**src/rtl/mole_pkg.sv**
```systemverilog
`default_nettype none
// ============================================================================
// Module   : mole_pkg
// Brief    : Shared types, constants and helpers for the mole game controller
// Revision : 1.0 - initial release
// ============================================================================
package mole_pkg;

    typedef enum logic [2:0] {
        IDLE  = 3'd0,
        GAP   = 3'd1,
        UP    = 3'd2,
        FLASH = 3'd3,
        OVER  = 3'd4
    } state_e;

    localparam int         NUM_OVALS = 5;
    localparam logic [2:0] NO_MOLE   = 3'd7;
    localparam logic [7:0] LFSR_TAPS = 8'hB8;

    // Fibonacci step: feedback from the tapped bits shifts in at bit 0
    function automatic logic [7:0] lfsr_next(input logic [7:0] cur);
        return {cur[6:0], ^(cur & LFSR_TAPS)};
    endfunction

    function automatic logic [2:0] pick_idx(input logic [2:0] raw, input logic [2:0] prev);
        logic [2:0] idx;
        idx = (raw > 3'd4) ? raw - 3'd3 : raw;
        if (idx == prev) begin
            idx = (idx == 3'd4) ? 3'd0 : idx + 3'd1;
        end
        return idx;
    endfunction

endpackage
`default_nettype wire

```
**src/rtl/mole_controller_if.sv**
```systemverilog
`default_nettype none
// ============================================================================
// Module   : mole_controller_if
// Brief    : Player inputs and game-status outputs of the mole controller
// Revision : 1.0 - initial release
// ============================================================================
interface mole_controller_if;

    logic                           start;
    logic [mole_pkg::NUM_OVALS-1:0] btn;
    logic [2:0]                     oval_select;
    logic [7:0]                     score;
    logic [2:0]                     misses;
    logic                           hit_flash;
    logic                           miss_pulse;
    logic                           game_over;

    modport master (
        output start, btn,
        input  oval_select, score, misses, hit_flash, miss_pulse, game_over
    );

    modport slave (
        input  start, btn,
        output oval_select, score, misses, hit_flash, miss_pulse, game_over
    );

endinterface
`default_nettype wire

```
**src/rtl/btn_sync_edge.sv**
```systemverilog
`default_nettype none
// ============================================================================
// Module   : btn_sync_edge
// Brief    : Per-bit 2-FF synchronizer with registered rising-edge detect
// Revision : 1.0 - initial release
// ============================================================================
module btn_sync_edge #(
    parameter int W = 1
) (
    input  wire logic         clk,
    input  wire logic         rst,
    input  wire logic [W-1:0] i_raw,
    output logic      [W-1:0] o_edge
);

    logic [W-1:0] sync1_q, sync1_d;
    logic [W-1:0] sync2_q, sync2_d;
    logic [W-1:0] prev_q,  prev_d;

    always_comb begin
        sync1_d = i_raw;
        sync2_d = sync1_q;
        prev_d  = sync2_q;
    end

    always_ff @(posedge clk or negedge rst) begin
        if (!rst) begin
            sync1_q <= '0;
            sync2_q <= '0;
            prev_q  <= '0;
        end else begin
            sync1_q <= sync1_d;
            sync2_q <= sync2_d;
            prev_q  <= prev_d;
        end
    end

    assign o_edge = sync2_q & ~prev_q;

endmodule
`default_nettype wire

```
**src/rtl/mole_controller.sv**
```systemverilog
`default_nettype none
// ============================================================================
// Module   : mole_controller
// Brief    : Whack-a-mole game FSM: random hole choice, up-window timing,
//            hit/miss detection, score and game-over tracking
// Revision : 1.0 - initial release
// ============================================================================
module mole_controller
    import mole_pkg::*;
#(
    parameter int unsigned UP_TICKS    = 100_000_000,
    parameter int unsigned GAP_TICKS   = 50_000_000,
    parameter int unsigned FLASH_TICKS = 10_000_000,
    parameter int unsigned MAX_MISSES  = 3,
    parameter logic [7:0]  LFSR_SEED   = 8'hA5
) (
    input wire logic          clk,
    input wire logic          rst,
    mole_controller_if.slave  bus
);

    localparam logic [31:0] c_up_last    = 32'(UP_TICKS - 1);
    localparam logic [31:0] c_gap_last   = 32'(GAP_TICKS - 1);
    localparam logic [31:0] c_flash_last = 32'(FLASH_TICKS - 1);
    localparam logic [2:0]  c_max_miss   = 3'(MAX_MISSES);

    logic [NUM_OVALS-1:0] w_btn_edge;
    logic [0:0]           w_start_edge;
    logic [NUM_OVALS-1:0] w_target;
    logic [2:0]           w_idx;

    state_e      state_q, state_d;
    logic [31:0] timer_q, timer_d;
    logic [7:0]  lfsr_q, lfsr_d;
    logic [2:0]  prev_idx_q, prev_idx_d;
    logic [2:0]  oval_select_q, oval_select_d;
    logic [7:0]  score_q, score_d;
    logic [2:0]  misses_q, misses_d;
    logic        hit_flash_q, hit_flash_d;
    logic        miss_pulse_q, miss_pulse_d;
    logic        game_over_q, game_over_d;

    btn_sync_edge #(.W(NUM_OVALS)) u_btn_sync (
        .clk    (clk),
        .rst    (rst),
        .i_raw  (bus.btn),
        .o_edge (w_btn_edge)
    );

    btn_sync_edge #(.W(1)) u_start_sync (
        .clk    (clk),
        .rst    (rst),
        .i_raw  (bus.start),
        .o_edge (w_start_edge)
    );

    assign w_target = {{(NUM_OVALS-1){1'b0}}, 1'b1} << oval_select_q;
    assign w_idx    = pick_idx(lfsr_q[2:0], prev_idx_q);

    always_comb begin
        state_d       = state_q;
        timer_d       = timer_q + 32'd1;
        lfsr_d        = lfsr_next(lfsr_q);
        prev_idx_d    = prev_idx_q;
        oval_select_d = oval_select_q;
        score_d       = score_q;
        misses_d      = misses_q;
        miss_pulse_d  = 1'b0;

        case (state_q)
            IDLE: begin
                if (w_start_edge[0]) begin
                    state_d  = GAP;
                    score_d  = '0;
                    misses_d = '0;
                end
            end
            GAP: begin
                if (timer_q == c_gap_last) begin
                    state_d       = UP;
                    oval_select_d = w_idx;
                    prev_idx_d    = w_idx;
                end
            end
            UP: begin
                // Exact one-hot match wins even in the expiry cycle
                if (w_btn_edge == w_target) begin
                    state_d = FLASH;
                    score_d = (score_q == 8'hFF) ? score_q : score_q + 8'd1;
                end else if ((w_btn_edge != '0) || (timer_q == c_up_last)) begin
                    misses_d      = misses_q + 3'd1;
                    miss_pulse_d  = 1'b1;
                    oval_select_d = NO_MOLE;
                    state_d       = (misses_d == c_max_miss) ? OVER : GAP;
                end
            end
            FLASH: begin
                if (timer_q == c_flash_last) begin
                    state_d       = GAP;
                    oval_select_d = NO_MOLE;
                end
            end
            OVER: begin
                if (w_start_edge[0]) begin
                    state_d  = GAP;
                    score_d  = '0;
                    misses_d = '0;
                end
            end
            default: begin
                state_d       = IDLE;
                oval_select_d = NO_MOLE;
            end
        endcase

        if (state_d != state_q) begin
            timer_d = '0;
        end
        hit_flash_d = (state_d == FLASH);
        game_over_d = (state_d == OVER);
    end

    always_ff @(posedge clk or negedge rst) begin
        if (!rst) begin
            state_q       <= IDLE;
            timer_q       <= '0;
            lfsr_q        <= LFSR_SEED;
            prev_idx_q    <= '0;
            oval_select_q <= NO_MOLE;
            score_q       <= '0;
            misses_q      <= '0;
            hit_flash_q   <= 1'b0;
            miss_pulse_q  <= 1'b0;
            game_over_q   <= 1'b0;
        end else begin
            state_q       <= state_d;
            timer_q       <= timer_d;
            lfsr_q        <= lfsr_d;
            prev_idx_q    <= prev_idx_d;
            oval_select_q <= oval_select_d;
            score_q       <= score_d;
            misses_q      <= misses_d;
            hit_flash_q   <= hit_flash_d;
            miss_pulse_q  <= miss_pulse_d;
            game_over_q   <= game_over_d;
        end
    end

    assign bus.oval_select = oval_select_q;
    assign bus.score       = score_q;
    assign bus.misses      = misses_q;
    assign bus.hit_flash   = hit_flash_q;
    assign bus.miss_pulse  = miss_pulse_q;
    assign bus.game_over   = game_over_q;

endmodule
`default_nettype wire

```
**src/flat_wrapper.sv**
```systemverilog
// flat-port wrapper written by rule: the top's interface ports become plain ports
module mole_controller_flat import mole_pkg::*;
#(
    parameter int unsigned UP_TICKS    = 100_000_000,
    parameter int unsigned GAP_TICKS   = 50_000_000,
    parameter int unsigned FLASH_TICKS = 10_000_000,
    parameter int unsigned MAX_MISSES  = 3,
    parameter logic [7:0]  LFSR_SEED   = 8'hA5
)
  (clk, rst, bus_start, bus_btn, bus_oval_select, bus_score, bus_misses, bus_hit_flash, bus_miss_pulse, bus_game_over);
  mole_controller_if bus_i ();
  input wire logic clk;
  input wire logic rst;
  input wire logic [$bits(bus_i.start)-1:0] bus_start;
  input wire logic [$bits(bus_i.btn)-1:0] bus_btn;
  output wire logic [$bits(bus_i.oval_select)-1:0] bus_oval_select;
  output wire logic [$bits(bus_i.score)-1:0] bus_score;
  output wire logic [$bits(bus_i.misses)-1:0] bus_misses;
  output wire logic [$bits(bus_i.hit_flash)-1:0] bus_hit_flash;
  output wire logic [$bits(bus_i.miss_pulse)-1:0] bus_miss_pulse;
  output wire logic [$bits(bus_i.game_over)-1:0] bus_game_over;
  assign bus_i.start = bus_start;
  assign bus_i.btn = bus_btn;
  assign bus_oval_select = bus_i.oval_select;
  assign bus_score = bus_i.score;
  assign bus_misses = bus_i.misses;
  assign bus_hit_flash = bus_i.hit_flash;
  assign bus_miss_pulse = bus_i.miss_pulse;
  assign bus_game_over = bus_i.game_over;
  mole_controller #(.UP_TICKS(UP_TICKS), .GAP_TICKS(GAP_TICKS), .FLASH_TICKS(FLASH_TICKS), .MAX_MISSES(MAX_MISSES), .LFSR_SEED(LFSR_SEED)) u_core (.clk(clk), .rst(rst), .bus(bus_i));
endmodule
```
**config.mk**
```make
export PLATFORM = sky130hd
export DESIGN_NAME = mole_controller_flat
export DESIGN_NICKNAME = d
export VERILOG_FILES = /design/src/rtl/mole_pkg.sv /design/src/rtl/mole_controller_if.sv /design/src/rtl/btn_sync_edge.sv /design/src/rtl/mole_controller.sv /design/src/flat_wrapper.sv
export SDC_FILE = /design/constraint.sdc
export NUM_CORES = 1
export LEC_CHECK = 0
export ABC_AREA = 1
export BUFFER_PORTS_ARGS = -buffer_cell sky130_fd_sc_hd__buf_4
export CORE_MARGIN = 8
export CORE_UTILIZATION = 40
export CTS_CLUSTER_DIAMETER = 200
export DETAILED_ROUTE_END_ITERATION = 6
export HOLD_SLACK_MARGIN = 0.05
export PLACE_DENSITY = 0.58
export REMOVE_ABC_BUFFERS = 1
export SLEW_MARGIN = 10
export SYNTH_ARGS = -nofsm -noshare
export SYNTH_HDL_FRONTEND = slang
export SYNTH_HIERARCHICAL = 1
export SYNTH_SLANG_ARGS = --single-unit
```
**constraint.sdc**
```tcl
create_clock -name clk -period 2.7 [get_ports clk]
set_input_delay 0 -clock clk [delete_from_list [all_inputs] [get_ports clk]]
set_output_delay 0 -clock clk [all_outputs]
set_load 0.02 [all_outputs]
```
==> out/metrics.cfg, run 1 <==
[run_status]
status = complete, no violations

[setup_path]
cp-start-kind = flip-flop
cp.arrival_ps = 2470
critical_path.endpoint_type = flip-flop
worstPathCellList = ha_1 -> nand3_1 -> inv_1 -> nand2_1 -> nor2_1 -> nand2_1 -> nand2_1 -> nand2_1 -> nand2_1 -> nand2_2 -> nand3_1 -> nand2_1 -> nand2_2 -> buf_12 -> nor2_1
slowest_stage = dfrtp_1
crit_required_ps = 2940
crit_top_cell = nand2_1
setup.worst_path.class = reg2reg
slowest_delay_ps = 380
path_max_fanout = 17
r2r_start = u_core/timer_q[0]$_DFF_PN0_
crit_start = u_core/timer_q[0]$_DFF_PN0_

[worst_hold_path]
min-delay-start = bus_btn[1]
holdCritPathClass = in2reg

[floorplan]
initial_core_util = 0.404
num_io_pins = 25
die_h_um = 117
die_area_sq_um = 13700
fp-row-count = 37
die_w_um = 117
core-area_sq_um = 10100

[power_and_ir_drop]
leakagePower_uw = 0.00220
power.density_nw_per_um2 = 531
ir_worst_vdd_v = 0.000208

[synthesis]
netlist_area_sq_um = 4100
ys_ff_latch = 81
synthSimpleGateAreaFrac = 0.274
ys_types = 28
synth_cells = 491
synth_xor_area_frac = 0.0834
synth_top_family_by_area = simple AND/OR/NAND/NOR gates
synth.area.mux_share = 0
synthAdderAreaFrac = 0.0214
avgSynthCellArea_sq_um = 8.34
seq_area_frac_synth = 0.497
synth_warnings = 6
synth_compound_area_frac = 0.0422

[sta]
hold_violations = 0
rsz0062_at_grt = no
maxSlewViolCount = 0
setup_viol = 0
skew_ps = 9.62
worst_pin_slew_ps = 995
finalCriticalPeriod_ps = 2230
fin_tns_setup_ps = 0
maxSlewHeadroom = 0.337
max_freq_ghz = 0.448
post-route-period-util = 0.826

[route]
vias_per_cell = 4.66
drt_iter0_drc = 148
routed_wl_mm = 7.97
drc = 0
drt_first_pass_iters = 4
vias = 3133
ant_nets = 0
avgRoutedWirePerCell_um = 11.8

[grt]
grt_overflow = 0
grtUsageTotal = 0.126
grt_max_degree = 82
grt_pass1_wl_mm = 13.7
antenna_found_initial = 0
grt_pass1_vias = 3089

[layout]
num-nets-final = 547
antenna_cells = 0
final_core_util = 0.465
fin_area_sq_um = 4710
seqCellArea_sq_um = 2040
nFillCells = 999
multi_input_area_sq_um = 1720
drive_gt1_frac = 0.143
synthToLayoutAreaGrowth_pct = 15.1

[run]
drv_cap = 0

[clock_tree]
clk_pin_slew_ps = 80
clock-root-buffer = clkbuf_8
cts_resized = 0
htree_levels = 3
worstSkewPairLatency_ps = 350
cts_buffers = 9
post_cts_buffers = 0
cts_tree = done
ctsHoldBuffers = 7
cts_buffer_depth = 2
cts.sinks = 81

[placed_design]
place_hpwl_mm = 5.91
place.gp.congestion = 0.880
place_area_sq_um = 4440
port-buffer-count = 24

-- flip-flops by register name, summed over array words and instances (netlist names) --
name,count
u_core/bus.game_over,1
u_core/bus.hit_flash,1
u_core/bus.miss_pulse,1
u_core/bus.misses,3
u_core/bus.oval_select,3
u_core/bus.score,8
u_core/lfsr_q,8
u_core/prev_idx_q,3
u_core/state_q,3
u_core/timer_q,32
u_core/u_btn_sync/prev_d,5
u_core/u_btn_sync/prev_q,5
u_core/u_btn_sync/sync1_q,5
u_core/u_start_sync/prev_d,1
u_core/u_start_sync/prev_q,1
u_core/u_start_sync/sync1_q,1
-- worst paths after layout --
kind                                                          end  slack, ps  cells after the start
setup reg to reg                     u_core/timer_q[21]$_DFF_PN0_        470                     15
setup / recovery                     u_core/timer_q[21]$_DFF_PN0_        470                     15
min in group asynchronous   u_core/u_btn_sync/prev_q[0]$_DFF_PN0_        360                      2
max in group asynchronous            u_core/timer_q[27]$_DFF_PN0_       1710                      2
hold reg to reg              u_core/u_start_sync/prev_d$_DFF_PN0_        340                      0
hold / removal             u_core/u_btn_sync/sync1_q[1]$_DFF_PN0_        300                      2
-- routing by layer --
layer  routed length [um]  up-vias  track usage
li1                     -     1604            -
met1                 3550     1447        0.147
met2                 3850       64        0.215
met3                  400       18       0.0328
met4                  180        0       0.0555
met5                    0        -            0
-- power by group --
group          switching (uW)  internal [uW]  leakage (uW)
sequential               40.0           1270       0.00105
combinational             181            111       0.00104
clock                     419            478      0.000103
-- synthesized netlist by cell type --
cell,instances,area share
inv_1,79,0.072
buf_6,2,0.0055
inv_2,1,0.00092
nor2_2,18,0.027
o21ai_0,12,0.015
a21oi_1,9,0.011
nor4_1,4,0.0061
nor3_2,1,0.0024
xor2_1,30,0.064
o21bai_1,1,0.0018
nor2_4,4,0.011
nand2_2,5,0.0076
nand3_1,21,0.026
o21ai_1,3,0.0037
buf_8,1,0.0037
o31ai_1,1,0.0018
o21a_1,2,0.0037
nor2_1,69,0.063
o211ai_1,1,0.0018
dfstp_2,7,0.045
ha_1,7,0.021
xnor2_1,9,0.019
dfrtp_1,74,0.45
nor3_1,16,0.020
a31oi_1,1,0.0015
o221ai_1,1,0.0021
nand4_1,13,0.020
nand2_1,99,0.091
-- final cells by class --
cell class                 instances  area share
sequential                        81       0.432
multi-input combinational        327       0.366
inverter                          80      0.0637
timing repair buffer              33      0.0589
tap                              136      0.0361
clock buffer                      12      0.0329
clock inverter                     4      0.0109
-- per-stage QoR --
stage / total power, uW / std cells / setup slack [ps] / hold slack, ps
3_3_place_gp: 1620 / 650 / 535 / 110
3_5_place_dp: 1630 / 650 / 452 / 111
4_1_cts: 2550 / 673 / 440 / 269
6_report: 2500 / 673 / 470 / 300
2_1_floorplan: 1510 / 488 / 714 / -296
5_1_grt: 2640 / 673 / 221 / 274
-- critical path: cells and delay by family (launching register included) --
family / cells / cell delay, ps
fa+ha+maj: 1 / 190
buf+inv: 2 / 320
flops: 1 / 380
simple gates: 12 / 1230
-- logic make-up (layout without fill, tap and decap cells) --
family,after synthesis,in the layout
buffers and inverters,83,129
DFF,81,81
and+or+nand+nor,250,250
xor gates and xnor gates,39,39
AOI/OAI and AO/OA,31,31
adders and majority gates,7,7
-- cell usage in the layout (no fill, tap or decap), drive strengths merged, types with 4 or more instances in the layout --
master / instances
a21oi: 9
buf: 26
clkbuf: 12
dfrtp: 74
dfstp: 7
dlygate4sd3: 7
ha: 7
inv: 80
nand2: 104
nand3: 21
nand4: 13
nor2: 91
nor3: 17
nor4: 4
o21ai: 15
xnor2: 9
xor2: 30
Note: power is estimated with default switching activity, not from simulation.
==> run 2: changes to the inputs <==
- ABC_AREA: 1 -> 0
- clock period: 2.7 -> 2.1 ns (I/O delays scaled with it)
==> run 2 against run 1 <==
  * The flow now finishes with violations (negative setup slack)
  * Sequential share of layout area is 8.1 points lower
  * Core utilization grew 13 points
  * First-iteration DRC count increased by 29%
  * Synthesized cell count is 22% lower
  * Hold slack worse by 180 ps
  * Register-to-register slack worse by 720 ps
  * Cell area up 23%
  * Global-route usage rose by 2.6 points
  * Cell count shrank 3.3%
  * Critical path type unchanged
==> out/metrics.cfg, run 2 <==
[sta]
worst_pin_slew_ps = 538  ; -457 ps
maxSlewViolCount = 0  ; unchanged
maxSlewHeadroom = 0.632  ; +0.295
finalCriticalPeriod_ps = 2350  ; +117 ps
rsz0062_at_grt = yes
setup_viol = 45  ; +45
skew_ps = 14.8  ; +5.15 ps
max_freq_ghz = 0.426  ; -5.0%
fin_tns_setup_ps = -8200  ; -8200 ps
post-route-period-util = 1.12  ; +0.292
final.setup.worst_slack_ps = -247  ; -717 ps
hold_violations = 0  ; unchanged

[clock_tree]
cts_buffers = 9  ; unchanged
htree_levels = 3  ; unchanged
cts.sinks = 81  ; unchanged
clock-root-buffer = clkbuf_8
cts_buffer_depth = 2  ; unchanged
clk_pin_slew_ps = 100  ; +20 ps
worstSkewPairLatency_ps = 360  ; about the same
cts_tree = done

[run_status]
violations = negative setup slack
status = complete, but fails checks

[layout]
final_cell_mix = buf_4, dfrtp_1, nor2_1
antenna_cells = 0  ; unchanged
top_register = u_core/timer_q
layout_commonest_cell = buf_4
drive_gt1_frac = 0.398  ; +0.254
num-nets-final = 528  ; -3.5%
final_core_util = 0.593  ; +0.128
largest_reg_flops = 32  ; unchanged
multi_input_area_sq_um = 2270  ; +32%
seqCellArea_sq_um = 2040  ; unchanged
synthToLayoutAreaGrowth_pct = 43.7
nFillCells = 815  ; -18%

[synthesis]
ys_ff_latch = 81  ; unchanged
synth_warnings = 6  ; unchanged
netlist_area_sq_um = 4030  ; -1.6%
yosysMostFrequentCell = dfrtp_1
avgSynthCellArea_sq_um = 10.6  ; +27%
synth_flop_cell = dfrtp_1
synth_top_cell_by_area = dfrtp_1
seq_area_frac_synth = 0.505  ; +0.00786
yosys-top-cells-count = dfrtp_1, nor2_1, xnor2_1, nand2_1, nand3_1
synth_cells = 382  ; -22%
ys_types = 65  ; +130%
synth_enable_flop_cells = 0  ; unchanged
ys_async_sr_fraction = 1.00  ; unchanged
synthTopCellsByArea = dfrtp_1, xnor2_1, dfstp_2
yosys.area.top_type_share = 0.459  ; +0.00715

[floorplan]
core-area_sq_um = 9770  ; -3.6%
fp-row-count = 36  ; -2.7%
die_area_sq_um = 13600  ; -1.4%
initial_core_util = 0.413  ; +0.00852
num_io_pins = 25  ; unchanged
die_h_um = 116  ; -0.68%
die_w_um = 116  ; -0.68%

[placed_design]
port-buffer-count = 24  ; unchanged
place.gp.congestion = 0.873  ; -0.84%
place_hpwl_mm = 6.76  ; +14%
dp_slack_ps = -262  ; -714 ps

[route]
avgRoutedWirePerCell_um = 15.1  ; +27%
drt_iter0_drc = 191  ; +29%
vias = 3381  ; +7.9%
vias_per_cell = 5.19  ; +12%
drt_first_pass_iters = 4  ; unchanged
ant_nets = 0  ; unchanged
routed_wl_mm = 9.82  ; +23%
drc = 0  ; unchanged

[grt]
grt_pass1_wl_mm = 16.3  ; +20%
antenna_found_initial = 0  ; unchanged
grt_max_degree = 46  ; -44%
grtUsageTotal = 0.153  ; +0.0264
grt_overflow = 0  ; unchanged
grt_pass1_vias = 3431  ; +11%

[setup_path]
critical_path.endpoint_type = flip-flop
path_max_fanout = 8  ; -9
r2r_start = u_core/timer_q[7]$_DFF_PN0_
crit_required_ps = 2330  ; -610 ps
crit_start = u_core/timer_q[7]$_DFF_PN0_
cp.arrival_ps = 2580  ; +110 ps
cp-start-kind = flip-flop
setup.worst_path.class = reg2reg

[power_and_ir_drop]
leakagePower_uw = 0.00250  ; +14%
power.density_nw_per_um2 = 643  ; +21%
ir_worst_vdd_v = 0.000418  ; +100%

[run]
drv_cap = 0  ; unchanged

[worst_hold_path]
holdCritPathClass = in2async

[run 2: cell types whose count changed after synthesis, sizes merged, moves of 13 or more]
cell,delta
nor2,-44
nand2,-82
inv,-67
a211oi,+13
xnor2,+15
xor2,-14
[run 2: cell families (layout without fill, tap and decap cells)]
logic type | Yosys count | count (layout) | synth area share
AOI/OAI and AO/OA | 64 | 64 | 0.116
xor gates and xnor gates | 40 | 40 | 0.0869
adders and majority gates | 7 | 7 | 0.0217
buffers and inverters | 19 | 155 | 0.0199
DFF | 81 | 81 | 0.505
muxes | 7 | 7 | 0.0177
and+or+nand+nor | 164 | 164 | 0.233
[run 2: worst paths after layout]
check	endpoint	slack (ps)	cells past startpoint
max in group asynchronous	u_core/bus.oval_select[0]$_DFFE_PN1P_	1330	3
setup reg to reg	u_core/timer_q[1]$_DFF_PN0_	-250	7
min in group clk	u_core/u_start_sync/sync1_q$_DFF_PN0_	280	2
hold / removal	u_core/u_start_sync/prev_q$_DFF_PN0_	120	2
hold reg to reg	u_core/u_btn_sync/prev_d[3]$_DFF_PN0_	350	0
setup / recovery	u_core/timer_q[1]$_DFF_PN0_	-250	7
[run 2: power breakdown]
group	switching, uW	internal [uW]	leakage, uW
sequential	38.9	1620	0.00106
combinational	425	352	0.00133
clock	607	680	0.000111
[run 2: stage by stage]
step | cells | cell area (sq um) | hold slack, ps | total power [uW]
2_1_floorplan | 376 | 4000 | -296 | 1960
3_3_place_gp | 618 | 5040 | -12.7 | 2250
3_5_place_dp | 618 | 5040 | -13.4 | 2270
4_1_cts | 644 | 5560 | 124 | 3590
5_1_grt | 651 | 5800 | 162 | 3910
6_report | 651 | 5800 | 120 | 3720
[run 2: cell type report]
class | instances | area share
Clock buffer | 9 | 0.0214
Clock inverter | 7 | 0.0171
Inverter | 13 | 0.00842
Multi-Input combinational cell | 282 | 0.391
Sequential cell | 81 | 0.351
Tap cell | 133 | 0.0287
Timing Repair Buffer | 126 | 0.182
[run 2: timing repair]
item                                    4_1_cts  5_1_grt
hold buffers                                  7        0
endpoints found under the setup margin       47       52
endpoints found under the hold margin        84        0
resized for setup                            42       32
pin swaps                                    15       20
buffers inserted                              3        6
gates cloned                                  0        2
[run 2: metal layers]
metal | GRT usage | vias up | wire length, um
met4 | 0.0527 | 0 | 112
met1 | 0.201 | 1669 | 4630
met3 | 0.0290 | 9 | 400
met5 | 0 | - | 0
li1 | - | 1654 | -
met2 | 0.246 | 49 | 4670
[run 2: critical path: stages (launching register included)]
cell       delay, ps
dfrtp_1          390
or4b_4           540
or4_4            460
o31ai_4          240
a32oi_2          150
o31ai_4          150
clkbuf_16        240
a211oi_1          50
==> run 3: changes to the inputs <==
- REMOVE_ABC_BUFFERS: 1 -> not set
- SLEW_MARGIN: 10 -> 20
==> run 3 against run 2 <==
  * Via count grew 1.7%
  * Cell area grew 1.6%
  * Critical endpoint is now u_core/bus.oval_select[0]$_DFFE_PN1P_
  * Non-clock buffer count up 4
  * Critical path depth is 1 lower
  * First-iteration DRC count fell by 8.4%
  * Highest routed layer unchanged
  * Routed wire length is 2.2% higher
  * Register-to-register slack improved by 90 ps
  * Critical path type unchanged
  * The flow still finishes with violations (negative setup slack)
  * Hold slack improved by 18 ps
  * Sequential power about the same
  * Sequential cell count stayed put
==> out/metrics.cfg, run 3 (synthesis gave the netlist of run 2 again) <==
[power_and_ir_drop]
p_clk_frac = 0.302  ; -0.044
p_comb_frac = 0.226  ; +0.017
p_sw_frac = 0.304  ; +0.0166
power.internal_uw = 2440  ; -7.9%
power_frac_seq = 0.471  ; +0.025
leakagePower_uw = 0.00253  ; +0.93%
p_sw_uw = 1070  ; -0.27%
power.density_nw_per_um2 = 597  ; -7.2%
ir_worst_vdd_v = 0.000392  ; -6.2%

[setup_path]
cp_top_family = simple AND/OR/NAND/NOR gates
cp.arrival_ps = 2560  ; -20 ps
slowest_delay_ps = 520  ; -20 ps
crit_cells = 6  ; -1
crit_buf_inv = 0  ; -1
crit_required_ps = 2400  ; +70 ps
slowest_stage = or4b_1
r2r_start = u_core/timer_q[24]$_DFF_PN0_
path_max_fanout = 3  ; -5
cp-start-kind = flip-flop
setup.worst_path.class = reg2reg
critical_path.endpoint_type = flip-flop
r2r_cells = 6  ; -1
worstPathCellList = or4b_1 -> or4_4 -> or3_4 -> a21oi_4 -> o32ai_1 -> o21ba_1
crit_start = u_core/timer_q[24]$_DFF_PN0_

[route]
avgRoutedWirePerCell_um = 15.3  ; +1.5%
routed_wl_mm = 10.0  ; +2.2%
drc = 0  ; unchanged
drt_first_pass_iters = 6  ; +2
ant_nets = 0  ; unchanged
drt_iter0_drc = 175  ; -8.4%
vias_per_cell = 5.25  ; +1.0%
vias = 3437  ; +1.7%

[sta]
setup_viol = 48  ; +6.7%
post-route-period-util = 1.08  ; -0.0409
max_freq_ghz = 0.442  ; +3.8%
final.setup.worst_slack_ps = -161  ; +85.9 ps
worst_pin_slew_ps = 658  ; +120 ps
skew_ps = 15.2  ; +0.406 ps
maxSlewHeadroom = 0.555  ; -0.0771
maxSlewViolCount = 0  ; unchanged
finalCriticalPeriod_ps = 2260  ; -85.9 ps
rsz0062_at_grt = yes
hold_violations = 0  ; unchanged

[layout]
synthToLayoutAreaGrowth_pct = 46.0
antenna_cells = 0  ; unchanged
final_core_util = 0.602  ; +0.00922
num-nets-final = 532  ; +0.76%
drive_gt1_frac = 0.418  ; +0.0199
layout_commonest_cell = buf_4
fin_area_sq_um = 5890  ; +1.6%
largest_reg_flops = 32  ; unchanged
final_cell_mix = buf_4, dfrtp_1, nor2_1
top_register = u_core/timer_q

[floorplan]
initial_core_util = 0.413  ; unchanged
core-area_sq_um = 9770  ; unchanged
die_w_um = 116  ; unchanged
num_io_pins = 25  ; unchanged
die_area_sq_um = 13600  ; unchanged
die_h_um = 116  ; unchanged
fp-row-count = 36  ; unchanged

[clock_tree]
cts_tree = done
worstSkewPairLatency_ps = 360  ; about the same
htree_levels = 3  ; unchanged
cts_buffer_depth = 2  ; unchanged
clock-root-buffer = clkbuf_8
cts_buffers = 9  ; unchanged
clk_pin_slew_ps = 90  ; about the same
cts.sinks = 81  ; unchanged

[synthesis]
synthesis.nets = 397

[placed_design]
place.gp.congestion = 0.831  ; -4.8%
dp_slack_ps = -205  ; +57.4 ps
place_area_sq_um = 5200  ; +3.1%
place_hpwl_mm = 6.93  ; +2.6%
port-buffer-count = 24  ; unchanged

[run]
drv_cap = 0  ; unchanged

[grt]
grt_max_degree = 39  ; -15%
grtUsageTotal = 0.156  ; +0.00292
grt_overflow = 0  ; unchanged
grt_pass1_wl_mm = 16.6  ; +1.3%
antenna_found_initial = 0  ; unchanged
grt_pass1_vias = 3357  ; -2.2%

[run_status]
status = complete, but fails checks
violations = negative setup slack

[worst_hold_path]
holdCritPathClass = in2async

[run 3: final timing paths]
kind | endpoint | slack [ps]
hold / removal | u_core/u_btn_sync/sync1_q[3]$_DFF_PN0_ | 140
setup / recovery | u_core/bus.oval_select[0]$_DFFE_PN1P_ | -160
hold reg to reg | u_core/u_btn_sync/prev_d[1]$_DFF_PN0_ | 350
setup reg to reg | u_core/bus.oval_select[0]$_DFFE_PN1P_ | -160
max in group asynchronous | u_core/bus.oval_select[0]$_DFFE_PN1P_ | 1350
min in group clk | u_core/u_btn_sync/sync1_q[3]$_DFF_PN0_ | 290
[run 3: area by class of cell]
class	count	area [sq um]
Clock buffer	11	141
Multi-Input combinational cell	282	2350
Clock inverter	5	40.0
Inverter	13	48.8
Fill cell	843	3890
Sequential cell	81	2040
Tap cell	133	166
Timing Repair Buffer	130	1100
[run 3: timing repair]
item	in CTS	in global routing
endpoints found under the hold margin	71	0
setup endpoints to repair	48	54
resized for setup	42	33
gates cloned	0	1
setup buffers	10	5
hold buffers	7	0
pin swaps	20	21
[run 3: power groups by stage]
stage,logic (uW),registers [uW],clock network (uW)
3_3_place_gp,657,1680,0
5_1_grt,862,1660,1150
2_1_floorplan,331,1700,0
4_1_cts,763,1650,1100
3_5_place_dp,659,1690,0
6_report,795,1660,1060
[run 3: routing by layer]
metal  routed length, um  up-vias  GRT usage  part of all wire
met2                4740       66      0.240              0.47
met5                   0        -          0                 0
met4                 150        0     0.0588             0.015
met3                 386       12     0.0233             0.038
li1                    -     1666          -                 -
met1                4750     1693      0.216              0.47
[run 3: through the flow]
| step | total power (uW) | cells | hold WS (ps) | setup TNS (ps) |
|---|---|---|---|---|
| 4_1_cts | 3520 | 649 | 138 | -5250 |
| 5_1_grt | 3680 | 655 | 188 | -9150 |
| 3_3_place_gp | 2340 | 618 | -0.0565 | -6090 |
| 2_1_floorplan | 2030 | 382 | -296 | -2670 |
| 3_5_place_dp | 2340 | 618 | 4.36 | -7260 |
| 6_report | 3510 | 655 | 138 | -5840 |
